[src/rtl/csb_seq.sv]
// csb_seq: command sequencer that fetches 4-word commands and dispatches them to compute engines
module csb_seq #(
    parameter int N_ENG = 4,
    parameter int CNT_W = 7,
    parameter int TMO_W = 16
) (
    input  logic             clk,
    input  logic             rst,
    input  logic             op_en,
    input  logic [CNT_W-1:0] cmd_size,
    input  logic [31:0]      cmd_data,
    input  logic             cmd_valid,
    output logic             cmd_ready,
    output logic [N_ENG-1:0] eng_start,
    input  logic [N_ENG-1:0] eng_done,
    output logic [7:0]       op_type,
    output logic [7:0]       stride_1,
    output logic [15:0]      stride_2,
    output logic [15:0]      ich_size,
    output logic [15:0]      och_size,
    output logic [31:0]      r_addr,
    output logic [31:0]      w_addr,
    output logic             busy,
    output logic             irq,
    output logic             err
);
    typedef enum logic [2:0] {IDLE, FETCH, ISSUE, WAIT, FINISH} state_t;
    state_t           state, state_nx;
    logic [1:0]       widx, widx_nx;
    logic [CNT_W-1:0] size_q, size_nx, cnt, cnt_nx;
    logic [N_ENG-1:0] pending, pending_nx, mask, pend_left;
    logic [TMO_W-1:0] wdog, wdog_nx;
    logic [7:0]       mask_bits;
    logic             legal, err_nx, retire;

    assign cmd_ready = state == FETCH;
    assign eng_start = pending;
    assign pend_left = pending & ~eng_done;

    // engine mask decode: NOP, one-hot engine number, or 0x80-flagged multi-engine mask
    always_comb begin
        mask_bits = {1'b0, op_type[6:0]};
        legal = op_type == 8'h00;
        mask = '0;
        for (int i = 0; i < N_ENG; i++) begin
            if (op_type == 8'(i + 1)) begin
                mask[i] = 1'b1;
                legal = 1'b1;
            end
        end
        if (op_type[7] && mask_bits != 8'h00 && (mask_bits >> N_ENG) == 8'h00) begin
            mask = mask_bits[N_ENG-1:0];
            legal = 1'b1;
        end
    end

    // next state, word index, retire counter, engine pending set, watchdog and error
    always_comb begin
        state_nx = state;
        widx_nx = widx;
        size_nx = size_q;
        cnt_nx = cnt;
        pending_nx = pending;
        wdog_nx = wdog;
        err_nx = err;
        retire = 1'b0;
        case (state)
            IDLE: if (op_en) begin
                err_nx = 1'b0;
                cnt_nx = '0;
                size_nx = cmd_size;
                widx_nx = '0;
                state_nx = cmd_size != '0 ? FETCH : FINISH;
            end
            FETCH: if (cmd_valid) begin
                widx_nx = widx + 2'd1;
                state_nx = widx == 2'd3 ? ISSUE : FETCH;
            end
            ISSUE: begin
                if (!legal) begin
                    err_nx = 1'b1;
                    state_nx = FINISH;
                end else if (mask == '0) begin
                    retire = 1'b1;
                end else begin
                    pending_nx = mask;
                    wdog_nx = '0;
                    state_nx = WAIT;
                end
            end
            WAIT: begin
                pending_nx = pend_left;
                wdog_nx = wdog + 1'b1;
                if (pend_left == '0) begin
                    retire = 1'b1;
                end else if (wdog == ~TMO_W'(1)) begin
                    err_nx = 1'b1;
                    pending_nx = '0;
                    state_nx = FINISH;
                end
            end
            FINISH: state_nx = IDLE;
            default: state_nx = IDLE;
        endcase
        if (retire) begin
            cnt_nx = cnt + 1'b1;
            widx_nx = '0;
            state_nx = cnt_nx == size_q ? FINISH : FETCH;
        end
    end

    // control registers; busy and irq are registered copies of the next state
    always_ff @(posedge clk) begin
        if (rst) begin
            state <= IDLE;
            widx <= '0;
            size_q <= '0;
            cnt <= '0;
            pending <= '0;
            wdog <= '0;
            err <= 1'b0;
            busy <= 1'b0;
            irq <= 1'b0;
        end else begin
            state <= state_nx;
            widx <= widx_nx;
            size_q <= size_nx;
            cnt <= cnt_nx;
            pending <= pending_nx;
            wdog <= wdog_nx;
            err <= err_nx;
            busy <= state_nx != IDLE;
            irq <= state_nx == FINISH;
        end
    end

    // field registers load from the word being accepted and hold otherwise
    always_ff @(posedge clk) begin
        if (rst) begin
            {stride_2, stride_1, op_type} <= '0;
            {och_size, ich_size} <= '0;
            r_addr <= '0;
            w_addr <= '0;
        end else if (cmd_ready && cmd_valid) begin
            if (widx == 2'd0) {stride_2, stride_1, op_type} <= cmd_data;
            if (widx == 2'd1) {och_size, ich_size} <= cmd_data;
            if (widx == 2'd2) r_addr <= cmd_data;
            if (widx == 2'd3) w_addr <= cmd_data;
        end
    end
endmodule

[config.mk]
export PLATFORM = sky130hd
export DESIGN_NAME = csb_seq
export DESIGN_NICKNAME = d
export VERILOG_FILES = /design/src/rtl/csb_seq.sv
export SDC_FILE = /design/constraint.sdc
export NUM_CORES = 1
export LEC_CHECK = 0
export ABC_AREA = 1
export CORE_MARGIN = 2
export CORE_UTILIZATION = 35
export DETAILED_ROUTE_END_ITERATION = 6
export PLACE_DENSITY = 0.67
export SYNTH_ARGS = -nofsm -noshare
export SYNTH_HDL_FRONTEND = slang
export SYNTH_SLANG_ARGS = --single-unit
export TNS_END_PERCENT = 20
[constraint.sdc]
create_clock -name clk -period 1.7 [get_ports clk]
set_input_delay 0.255 -clock clk [delete_from_list [all_inputs] [get_ports clk]]
set_output_delay 0.255 -clock clk [all_outputs]
set_load 0.02 [all_outputs]
==> metrics.txt, run 1 <==
clk_skew=0.01418 ns; Max Fanout on Critical Path=2; final slew viol count=0; number of levels in the clock H-tree=4; cell at the root of the clock tree=clkbuf_16; starting density of the core=35.53%; Worst-Margin Slew=0.5272 ns; final-layout fill cell count=1969; type of the worst min-delay path=in -> reg; RSZ-0062 raised after global routing=true; startpoint-to-endpoint class of the critical path=reg -> out; diodes inserted=0; clock slew at reported path FFs=0.07 ns; Leakage Power=4.187 nW; share of cell area taken by muxes after synthesis=0%; DRC marker count from the first detailed-route iteration=395; worst slew margin relative to its limit=64.85%; RePlAce Congestion=0.8284; buffer levels on the longest clock path=2; DP HPWL=15.41 mm; horizontal extent of the die=147.1 um; total global routing track utilization=20.47%; endpoint class of the critical path=output port; drt total wl=22.65 mm; result of the run=completed; area share of and/or/nand/nor cells after synthesis=30.13%; overflow left after global routing=0; maximum vdd drop=663.3 uV; count of input and output buffers=182; vias per std cell=4.924; power density of the placed cells=872.5 nW/um^2; clock insertion delay at the later pin of the skew report=0.44 ns; highest-delay cell along the critical path=clkdlybuf4s50_1; GRT Max-Usage Layer=met2; compound-gate portion of the synthesized area=13.36%; total count of hold-check failures in the final report=0; Total Nets Final=1227; number of nets in the synthesized netlist=1026; syn avg cell area=7.373 sq um; count of final setup violators=0; number of instances in the synthesized netlist=972; period utilisation layout=98.30%; startpoint type of the worst setup path=register; maximum number of pins on one net before global-route repair=117; mapped cell area=7167 sq um; final design area excluding fillers=10340 sq um; area after detailed placement=9572 sq um; CP cell instances=clkdlybuf4s50_1; Core Region=20170 sq um; number of library cell types mapped by synthesis=33; number of antenna violations at the first check in global routing=0; floorplan die height=147.1 um; detailed-route via count=7170; gate family responsible for the most delay along the worst path=buffers and inverters; count of maximum capacitance violations=0; Area growth, synth to finish=44.34%; global-route met2 utilization=33.48%; clock tree from TritonCTS=yes; highest cell delay on the worst timing path=0.66 ns; total clock buffers created by CTS=17; vias in the first global route=6763; Final Critical Period=1.671 ns; post-route DRC violation count=0; Global Route met3 Usage=7.050%; Synth Register Bits=170; Worst EP required=1.44 ns; GR Layer Usage met1=26.14%; fraction of final layout cells with drive strength greater than 1=12.90%; first-pass iteration count of the detailed router=5; proportion of synthesized chip area in sequential cells=47.49%; dominant combinational cell family by area after synthesis=simple AND/OR/NAND/NOR gates; Die Area=21640 sq um; Sinks on Clock Net=170; first-pass GRT wire length=35.74 mm; Std-Cell Rows=52; routed wire length per instance=15.56 um; fraction of the mapped netlist area in adder cells=1.222%; Worst Path Buf+Inv=1; utilization after layout=51.29%; highest clock rate=0.5984 GHz; xor and xnor fraction of the mapped netlist area=0.6110%; antenna-violating nets left=0; footprint of the multi-input gates=3326 sq um; Yosys warnings=0; count of pins on the block boundary=183; area used by sequential logic in the layout=3412 sq um; Data arrival, critical path=1.42 ns
==> state kept, by name, indices dropped and copies added, names as in the netlist, 4 cells and up <==
signal	flops
wdog	16
w_addr	32
ich_size	16
size_q	7
op_type	8
r_addr	32
och_size	16
stride_1	8
cnt	7
stride_2	16
eng_start	4
==> stage by stage <==
stage | power [mW] | hold WS, ns | setup TNS [ns] | cells | setup WS (ns)
final | 9.026 | 0.3304 | 0 | 1456 | 0.02887
after global routing | 9.340 | 0.3483 | -0.02358 | 1456 | -0.01173
after CTS | 9.085 | 0.3180 | 0 | 1455 | 0.0006118
after detailed placement | 5.056 | 0.4494 | -1.073 | 1423 | -0.07063
after global placement | 5.052 | 0.4461 | -0.5919 | 1423 | -0.08141
after floorplan | 4.621 | 0.3899 | 0 | 972 | 0.1820
==> layout make-up <==
cell class                 instances  share of cell area (%)
sequential                       170                   32.98
clock buffer                      17                   4.112
inverter                          58                   2.105
tap                              270                   3.266
multi-input combinational        682                   32.15
timing repair buffer             244                   23.45
clock inverter                    15                   1.935
==> per-layer routing <==
layer / wire length, um / part of all wire, %
met5: 0 / 0
met4: 320 / 1.4
met3: 1660 / 7.3
met2: 10710 / 47
met1: 9959 / 44
==> path summary, 6_finish.rpt <==
check	startpoint	end	slack, ns	cells after the start
max reg2reg	op_type[4]	eng_start[2]	0.10	11
min	rst	w_addr[17]	0.33	5
min reg2reg	stride_2[13]	stride_2[13]	0.46	2
max	r_addr[0]	r_addr[0]	0.03	1
==> timing repair <==
action	4_1_cts	5_1_grt
gates resized for setup	12	55
setup buffers	0	1
hold buffers	0	0
setup endpoints to repair	11	88
endpoints found under the hold margin	0	0
pin swaps	0	6
==> power by group <==
| group | leakage [nW] | switching (mW) | internal, mW |
|---|---|---|---|
| logic | 2.51 | 0.527 | 0.350 |
| clock network | 0.303 | 1.92 | 2.13 |
| registers | 1.38 | 0.0466 | 4.05 |
==> cell families after synthesis <==
group / after synthesis
fa+ha+maj: 7
compound gates: 188
simple gates: 482
flops: 170
xor+xnor: 5
buf+inv: 120
==> synthesized netlist by cell type, drive strengths merged <==
cell type	count	share of area [%]
nand2	189	10
dfxtp	170	47
nand3	152	11
a21oi	129	9.1
nor2	110	6.3
inv	58	3.0
o21ai	56	4.0
clkbuf	34	1.8
buf	28	2.4
nand4	10	0.87
nor3	10	0.93
ha	7	1.2
or2	6	0.52
xor2	4	0.49
nand3b	3	0.31
a31o	2	0.24
nor4	2	0.17
a31oi	1	0.087
xnor2	1	0.12
==> cell usage in the layout, fill, tap and decap left out, types with 7 or more instances in the layout <==
cell type / instances
nand2_2: 10
nor2_1: 98
clkdlybuf4s50_1: 148
nor2_2: 7
nand3_1: 148
o21ai_0: 54
dfxtp_1: 163
inv_2: 7
buf_12: 7
nand4_1: 10
dfxtp_2: 7
dlymetal6s2s_1: 22
inv_1: 51
buf_4: 53
dlygate4sd2_1: 10
clkbuf_16: 17
a21oi_1: 128
nand2_1: 177
Power figures use the tool's default switching activity.
==> run 2: changes to the inputs <==
SKIP_CTS_REPAIR_TIMING = 1   (was default)
==> metrics.txt, run 2 (synthesis gave the netlist of run 1 again) <==
worst flop-to-flop path endpoint=w_addr[5]; Worst-Margin Slew=0.5255 ns; type of the worst min-delay path=in -> reg; Setup Slack @ Placement=-0.07063 ns; Crit. path cell count=1; post-layout instance count excluding filler cells=1456; Final Critical Period=1.669 ns; area used by sequential logic in the layout=3413 sq um; detailed-route via count=7190; end point of the critical path=och_size[11]; final-layout fill cell count=1955; vias per std cell=4.938; footprint of the multi-input gates=3329 sq um; first-pass GRT wire length=35.74 mm; clock tree from TritonCTS=yes; fraction of final layout cells with drive strength greater than 1=12.98%; clock slew at reported path FFs=0.07 ns; total clock buffers created by CTS=17; overflow left after global routing=0; worst-case reg-to-reg path depth=9; horizontal extent of the die=147.1 um; Total Nets Final=1227; DP HPWL=15.41 mm; RSZ-0062 raised after global routing=true; Sinks on Clock Net=170; period utilisation layout=98.16%; most common cell after layout, fill and taps aside=nand2_1; routed wire length per instance=15.53 um; endpoint class of the critical path=output port; total count of hold-check failures in the final report=0; final design area excluding fillers=10390 sq um; Area growth, synth to finish=44.97%; final slew viol count=0; Max Fanout on Critical Path=2; gate family responsible for the most delay along the worst path=buffers and inverters; starting density of the core=35.53%; number of antenna violations at the first check in global routing=0; result of the run=completed; maximum number of pins on one net before global-route repair=117; first-pass iteration count of the detailed router=7; source of the worst register-to-register timing path=state[0]; worst slew margin relative to its limit=64.97%; FF-to-FF setup slack=0.08 ns; buffer levels on the longest clock path=2; global-route met2 utilization=33.48%; final setup slack of the worst path=0.03121 ns; cell at the root of the clock tree=clkbuf_16; Critical path origin=och_size[11]; GRT Max-Usage Layer=met2; post-placement cell count=1423; Worst Path Buf+Inv=1; largest registers=r_addr x32, w_addr x32; startpoint-to-endpoint class of the critical path=reg -> out; highest-delay cell along the critical path=clkdlybuf4s50_1; Leakage Power=4.335 nW; count of maximum capacitance violations=0; count of final setup violators=0; area after detailed placement=9572 sq um; DRC marker count from the first detailed-route iteration=389; startpoint type of the worst setup path=register; diodes inserted=0; count of pins on the block boundary=183; total global routing track utilization=20.47%; Die Area=21640 sq um; antenna-violating nets left=0; RePlAce Congestion=0.8284; Data arrival, critical path=1.41 ns; Worst EP required=1.44 ns; highest clock rate=0.5992 GHz; post-route DRC violation count=0; maximum vdd drop=664.6 uV; count of input and output buffers=182; clock insertion delay at the later pin of the skew report=0.44 ns; power density of the placed cells=869.5 nW/um^2; Overall Power=9.034 mW; clk_skew=0.01476 ns; Std-Cell Rows=52; vias in the first global route=6763; highest cell delay on the worst timing path=0.64 ns; number of levels in the clock H-tree=4; Core Region=20170 sq um; Global Route met3 Usage=7.050%; floorplan die height=147.1 um; most frequent cells in the layout=177 x nand2_1, 162 x dfxtp_1, 148 x nand3_1, 148 x clkdlybuf4s50_1, 127 x a21oi_1; CP cell instances=clkdlybuf4s50_1; GR Layer Usage met1=26.14%; drt total wl=22.61 mm
[run 2: how the worst min path moves through the flow]
stage | endpoint | slack [ns] | from | depth (start not counted)
3_3_place_gp | r_addr[18] | 0.45 | r_addr[18] | 2
2_1_floorplan | size_q[0] | 0.39 | cmd_size[0] | 2
5_1_grt | w_addr[23] | 0.35 | rst | 5
3_5_place_dp | ich_size[7] | 0.45 | ich_size[7] | 2
4_1_cts | w_addr[23] | 0.32 | rst | 5
6_report | w_addr[17] | 0.33 | rst | 5
[run 2: per-stage QoR]
| stage | hold WS (ns) | utilization (%) | TNS (ns) |
|---|---|---|---|
| after floorplan | 0.3899 | - | 0 |
| after global placement | 0.4461 | 47.46 | -0.5919 |
| after detailed placement | 0.4494 | 47.46 | -1.073 |
| after CTS | 0.3180 | 50.56 | -1.033 |
| after global routing | 0.3483 | 51.51 | -0.02451 |
| final | 0.3329 | 51.51 | 0 |
[run 2: final cells by class]
cell class                 count  area share (%)
clock inverter                15           1.927
clock buffer                  17           4.094
tap                          270           3.251
sequential                   170           32.85
multi-input combinational    682           32.04
inverter                      58           2.095
timing repair buffer         244           23.74
[run 2: where the power goes]
| part | leakage, nW | switching [mW] | total [mW] | internal, mW |
|---|---|---|---|---|
| clock network | 0.303 | 1.92 | 4.05 | 2.13 |
| registers | 1.38 | 0.0462 | 4.10 | 4.05 |
| logic | 2.65 | 0.528 | 0.884 | 0.356 |
[run 2: metal layers]
| layer | part of all wire [%] | vias up | wire, um |
|---|---|---|---|
| li1 | - | 3621 | - |
| met1 | 44 | 3361 | 9974 |
| met2 | 48 | 188 | 10760 |
| met3 | 7.1 | 20 | 1614 |
| met4 | 1.2 | 0 | 262 |
| met5 | 0 | - | 0 |
